File: src/rtl/rr_ring_arbiter.sv
// Round-robin arbiter with a one-hot ring pointer and a hold timer that
// preempts a long-running owner only when another requester is waiting.
module rr_ring_arbiter #(
  parameter  int N        = 3,
  parameter  int MAX_HOLD = 4,
  localparam int IDW      = (N > 1) ? $clog2(N) : 1
) (
  input  logic           clk,
  input  logic           rst,
  input  logic [N-1:0]   req,
  output logic [N-1:0]   grant,
  output logic [IDW-1:0] grant_id,
  output logic           busy
);

  // state | meaning
  // IDLE  | no owner, grant == 0, waiting for any req
  // OWN   | grant one-hot on the current owner, hold timer running
  typedef enum logic {
    IDLE = 1'b0,
    OWN  = 1'b1
  } state_t;

  localparam int HCW_RAW = $clog2(MAX_HOLD + 1);
  localparam int HCW     = (HCW_RAW < 1) ? 1 : HCW_RAW;
  localparam bit PREEMPT_EN = (MAX_HOLD != 0);
  localparam logic [HCW-1:0] HOLD_LAST = HCW'((MAX_HOLD > 0) ? MAX_HOLD - 1 : 0);

  state_t          state, state_n;
  logic [N-1:0]    ptr, ptr_n;
  logic [HCW-1:0]  hold_cnt, hold_n;
  logic [N-1:0]    grant_n;
  logic [IDW-1:0]  grant_id_n;
  logic [N-1:0]    nxt_ptr;
  logic [N-1:0]    others;
  logic            own_req;

  // First set bit of r at or above the one-hot pointer p, wrapping to bit 0.
  function automatic logic [N-1:0] pick(input logic [N-1:0] r, input logic [N-1:0] p);
    logic [N-1:0] mask;
    logic [N-1:0] hi;
    logic [N-1:0] sel;
    mask = ~(p - N'(1));
    hi   = r & mask;
    sel  = (|hi) ? hi : r;
    return sel & (~sel + N'(1));
  endfunction

  function automatic logic [IDW-1:0] to_idx(input logic [N-1:0] oh);
    logic [IDW-1:0] id;
    id = '0;
    for (int i = 0; i < N; i++) begin
      if (oh[i]) id = id | IDW'(i);
    end
    return id;
  endfunction

  function automatic logic [N-1:0] rotl1(input logic [N-1:0] v);
    return {v[N-2:0], v[N-1]};
  endfunction

  assign nxt_ptr = rotl1(grant);
  assign others  = req & ~grant;
  assign own_req = |(req & grant);

  always_comb begin
    state_n = state;
    ptr_n   = ptr;
    hold_n  = hold_cnt;
    grant_n = grant;
    case (state)
      IDLE: begin
        if (|req) begin
          grant_n = pick(req, ptr);
          hold_n  = '0;
          state_n = OWN;
        end
      end
      OWN: begin
        if (!own_req) begin
          // Release: hand over in the same edge, no idle gap if anyone waits.
          ptr_n   = nxt_ptr;
          grant_n = pick(req, nxt_ptr);
          hold_n  = '0;
          state_n = (|req) ? OWN : IDLE;
        end else if (PREEMPT_EN && (hold_cnt == HOLD_LAST)) begin
          hold_n = '0;
          if (|others) begin
            ptr_n   = nxt_ptr;
            grant_n = pick(others, nxt_ptr);
          end
        end else if (PREEMPT_EN) begin
          hold_n = hold_cnt + HCW'(1);
        end
      end
      default: begin
        state_n = IDLE;
        grant_n = '0;
        hold_n  = '0;
      end
    endcase
    grant_id_n = to_idx(grant_n);
  end

  always_ff @(posedge clk) begin
    if (rst) begin
      state    <= IDLE;
      ptr      <= N'(1);
      hold_cnt <= '0;
      grant    <= '0;
      grant_id <= '0;
    end else begin
      state    <= state_n;
      ptr      <= ptr_n;
      hold_cnt <= hold_n;
      grant    <= grant_n;
      grant_id <= grant_id_n;
    end
  end

  assign busy = |grant;

endmodule
File: config.mk
export PLATFORM = sky130hd
export DESIGN_NAME = rr_ring_arbiter
export DESIGN_NICKNAME = d
export VERILOG_FILES = /design/src/rtl/rr_ring_arbiter.sv
export SDC_FILE = /design/constraint.sdc
export NUM_CORES = 1
export LEC_CHECK = 0
export ABC_AREA = 1
export BUFFER_PORTS_ARGS = -buffer_cell sky130_fd_sc_hd__buf_4
export CAP_MARGIN = 15
export CORE_MARGIN = 4
export CORE_UTILIZATION = 57
export CTS_BUF_LIST = sky130_fd_sc_hd__clkbuf_8
export DETAILED_ROUTE_END_ITERATION = 10
export GPL_TIMING_DRIVEN = 0
export PLACE_DENSITY = 0.8
export SYNTH_ARGS = -nofsm -noshare
export SYNTH_HDL_FRONTEND = slang
export SYNTH_SLANG_ARGS = --single-unit
File: constraint.sdc
create_clock -name clk -period 1.8 [get_ports clk]
set_clock_uncertainty 0.05 [all_clocks]
set_input_delay 0.27 -clock clk [delete_from_list [all_inputs] [get_ports clk]]
set_output_delay 0.27 -clock clk [all_outputs]
set_load 0.01 [all_outputs]
Word-level counts from Yosys, hierarchy flattened
Index checks and enable logic that the tools add are counted.

Register bits: 12. Input bits: 5. Output and inout port bits: 6. Logic and storage cells: 62.

Add/sub/neg operators: 6. Equality and inequality tests: 6. Mux-type cells: 20. Bitwise logic cells: 15. Reductions and logical operators: 9.

Operators with widths (count): 3-bit two-way mux (13); 3-bit bitwise AND (8); 3-bit OR reduction (7); 3-bit NOT (6); 3-bit by 1-bit adder with 3-bit output (second input constant) (4); 3-bit one-hot mux with 2 select lines (2); 3-bit by 2-bit inequality test with 1-bit output (second input constant) (2); 3-bit AND reduction (2); 3-bit by 1-bit subtractor with 3-bit output (second input constant) (2); 2-bit by 1-bit inequality test with 1-bit output (second input constant) (2); 3-bit by 2-bit == test with 1-bit output (second input constant) (1); 1-bit two-way mux (3); 2-bit two-way mux (1); 2-bit inequality test (second input constant) (1); 1-bit one-hot mux with 2 select lines (1); 1-bit NOT (1).

Longest topological paths before layout
Depth in word-level cells: 14. Depth in mapped cells: 12.

Worst setup path before layout
Ideal clock, no wire load.

Path kind: flip-flop to flip-flop. Start point: register grant[2]. End point: register grant[2]. Data arrival time: 1458 ps. Required time: 1637 ps. Slack: 179 ps. Stages on the path, launching flop included: 13. Clock period less this slack: 1621 ps. Cells stage by stage: dfxtp_1 > inv_2 > ha_1 > nand2_1 > nor2_1 > nor2_1 > nand2_1 > nand2_2 > nand2_2 > nand3_1 > nand2_1 > nand2_2 > a21oi_2.

Longest elaborated chain between the ends: 12. Elaborated cells between the ends (all ways): 24. Those cells by class: 3 x add/sub; 7 x mux; 10 x bitwise; 4 x reduce/logical.

Ends and longest elaborated chain: start, declared (line 11) `output logic [N-1:0] grant,`; start signal, assigned (line 116) `grant <= grant_n;`; 3-bit by 1-bit subtractor with 3-bit output or 3-bit NOT (tied branches) (line 43, 63); 3-bit NOT or 3-bit bitwise AND (tied branches) (line 43, 63); 3-bit bitwise AND (line 44) `hi = r & mask;`; 3-bit OR reduction (line 45) `sel = (|hi) ? hi : r;`; 3-bit two-way mux (line 45); 3-bit NOT (line 46) `return sel & (~sel + N'(1));`; 3-bit by 1-bit adder with 3-bit output (line 46); 3-bit bitwise AND (line 46); 3-bit two-way mux (line 88) `if (|others) begin`; 3-bit two-way mux (line 86) `end else if (PREEMPT_EN && (hold_cnt == HOLD_LAST)) begin`; 3-bit two-way mux (line 80) `if (!own_req) begin`; 3-bit one-hot mux with 2 select lines * (line 71) `case (state)`.

Mark *: on every way between the ends. The rest lies on a longest branch, timed or not. The select of a mux whose other input is x is not followed. A chain may end at the register's enable or synchronous reset.

Final worst setup path
Same ends and word-level chain as after synthesis.

==> impl_metrics.yaml <==
outcome:
  status: "finished clean"
cells_and_area:
  antenna_cells: 0
  regArea_um2: 206
  area_growth_pct: 20.7
  nets: 145
  fill_cells: 98
  drive_above_1_share_pct: 30.9
  multi_input_area_um2: 457
  instances_no_fill: 150
worst_hold_path:
  hold_depth: 2
  hp-start: "rst"
  hp-class: "input pin to flip-flop"
sta:
  tightest_slew_ns: 0.303
  fin_crit_sh_pct: 89.3
  drv_slew: 0
  finalHoldViolations: 0
  rsz0062_at_grt: "no"
  tns_ns: 0
  setup_violations: 0
  fmax_ghz: 0.622
  whs_ns: 0.183
  slew_headroom_pct: 79.8
  post-route-min-period_ns: 1.61
clocking:
  cts_buffers: 3
  path_clk_slew_ns: 0.04
  root_buffer: "clkbuf_8"
  h-tree-depth: 1
  insertion_delay_ns: 0.23
  max-clock-path-buffers: 2
  cts.sinks: 10
  holdBufCountCts: 0
  cts_tree: "built"
power_and_ir_drop:
  irDropWorstVdd_v: 0.000704
  p_leak_uw: 0.000476
  power.density_nw_per_um2: 899
global_routing:
  first_global_vias: 778
  grt_pass1_wl_um: 3140
  grt_max_degree: 9
  antenna_found_initial: 0
  grt_use_total_pct: 21.5
  grt-ovfl-total: 0
logic_synthesis:
  syn_avg_cell_area_um2: 6.20
  syn_area_um2: 757
  synth_nets: 130
  yosysMostFrequentCell: "nand2_1"
  synthTopCellsByCount: "nand2_1, inv_1, dfxtp_1, nor2_1"
  yosysTopAreaCell: "dfxtp_1"
  ys_seq_area_share_pct: 26.4
  yosys_most_used_dff: "dfxtp_1"
  yosys_warnings: 0
  yosys.cell_types.count: 21
  synth-edff-count: 0
  synth_top_area_share_pct: 26.4
  synth-seq-cells: 10
  yosys-top-cells-area: "dfxtp_1, nand2_1, inv_1"
  synth-async-reset-ratio_pct: 0
  netlist_instances: 122
placed_design:
  dp_cells: 146
  hpwl_um: 1370
  gp_congestion: 0.825
  portBuffers: 10
detailed_routing:
  via_count: 800
  drt-vias-per-instance: 5.33
  antenna_left: 0
  drc_errors: 0
  first_pass_iters: 4
  wl_per_cell_um: 11.3
  drtIter0Drc: 13
  wl_um: 1700
critical_path:
  critPathRequiredTime_ns: 1.87
  critPathMaxFanout: 7
  rrSetupSlack_ns: 0.19
  r2r-end: "grant[2]"
  startpoint: "grant[2]"
  startpoint_type: "flip-flop"
  cp.arrival_ns: 1.68
  rr_worst_depth: 12
  crit_type: "flip-flop to flip-flop"
  crit_path_end_kind: "flip-flop"
  reg2reg_from: "grant[2]"
  endpoint: "grant[2]"
floorplan:
  start_util_pct: 64.6
  fp.dieW_um: 44.4
  die_y_um: 44.4
  dieArea_um2: 1970
  rows: 12
  core_area_um2: 1170
  pin_count: 11
run:
  drv_cap: 0
==> final cells by class <==
cell class,instances,share of cell area (%)
plain buffers,3,2.19
clock buffers,4,6.03
inverters,22,9.04
multi-input cells,87,50.0
flip-flops and latches,10,22.6
well taps,14,1.92
repair buffers,10,8.22
==> how the worst min path moves through the flow <==
stage,endpoint,slack [ns]
floorplan,grant[2],0.28
global placement,hold_cnt[2],0.39
detailed placement,hold_cnt[2],0.39
CTS,grant[2],0.19
global route,grant[2],0.19
finish,grant[2],0.18
==> cell families after synthesis <==
kind of cell,share of synthesized area [%]
compound gates,10.9
fa+ha+maj,4.96
buf+inv,13.6
flops,26.4
simple gates,44.1
==> critical path, cell delays in order (launching register included) <==
cell and delay (ns):
dfxtp_4 0.38, inv_2 0.08, ha_1 0.29, nand2_1 0.09
nor2_1 0.04, nor2_1 0.10, nand2_1 0.09, nand2_2 0.08
nand2_2 0.06, nand3_1 0.07, nand2_1 0.06, nand2_2 0.07
a21oi_2 0.04
==> registers in the layout, indices dropped and copies added, names as in the netlist <==
| signal | cells |
|---|---|
| ptr | 3 |
| grant | 3 |
| state | 1 |
| hold_cnt | 3 |
==> metrics by stage <==
step / total power [uW] / instance area [um2] / util, % / setup WS (ns)
after global routing: 888 / 913 / 78.0 / 0.0117
after detailed placement: 544 / 850 / 72.5 / 0.0749
after floorplan: 461 / 757 / - / 0.179
after CTS: 821 / 905 / 77.2 / 0.0662
after global placement: 535 / 850 / 72.5 / 0.0870
final: 821 / 913 / 78.0 / 0.193
==> layout by cell type (no fill, tap or decap) <==
cell	netlist	layout
o21ai_0	4	3
dfxtp_4	0	1
nor2_2	1	1
ha_1	3	3
nand3_2	1	1
buf_2	1	1
a21oi_2	1	1
a21oi_1	8	8
nor2_4	1	1
o21ai_1	0	1
clkbuf_8	0	4
nand3_1	8	8
inv_2	7	7
nand2_2	8	9
a31oi_1	1	1
o211ai_1	1	1
nand2_1	37	36
nand3b_1	1	1
dfxtp_2	0	2
buf_4	2	12
dfxtp_1	10	7
nand4_4	1	1
nor2_1	10	10
inv_1	15	15
nand2_4	1	1
==> layer usage <==
metal / global-route usage [%] / part of all wire (%) / vias up / wire length [um]
met5: 0 / 0 / - / 0
met2: 37.5 / 51 / 28 / 872
met1: 25.5 / 41 / 365 / 702
met3: 7.32 / 6.7 / 2 / 114
met4: 3.61 / 0.71 / 0 / 12
li1: - / - / 405 / -
==> where the power goes <==
group	switching [uW]	internal (uW)	total, uW
clock	82.0	192	274
combinational	168	114	281
sequential	22.3	243	266
total	272	549	821
==> repair_timing <==
action / CTS / global route
resized for setup: 0 / 6
endpoints found under the setup margin: 0 / 2
setup buffers: 0 / 0
Note: power is estimated with default switching activity, not from simulation.
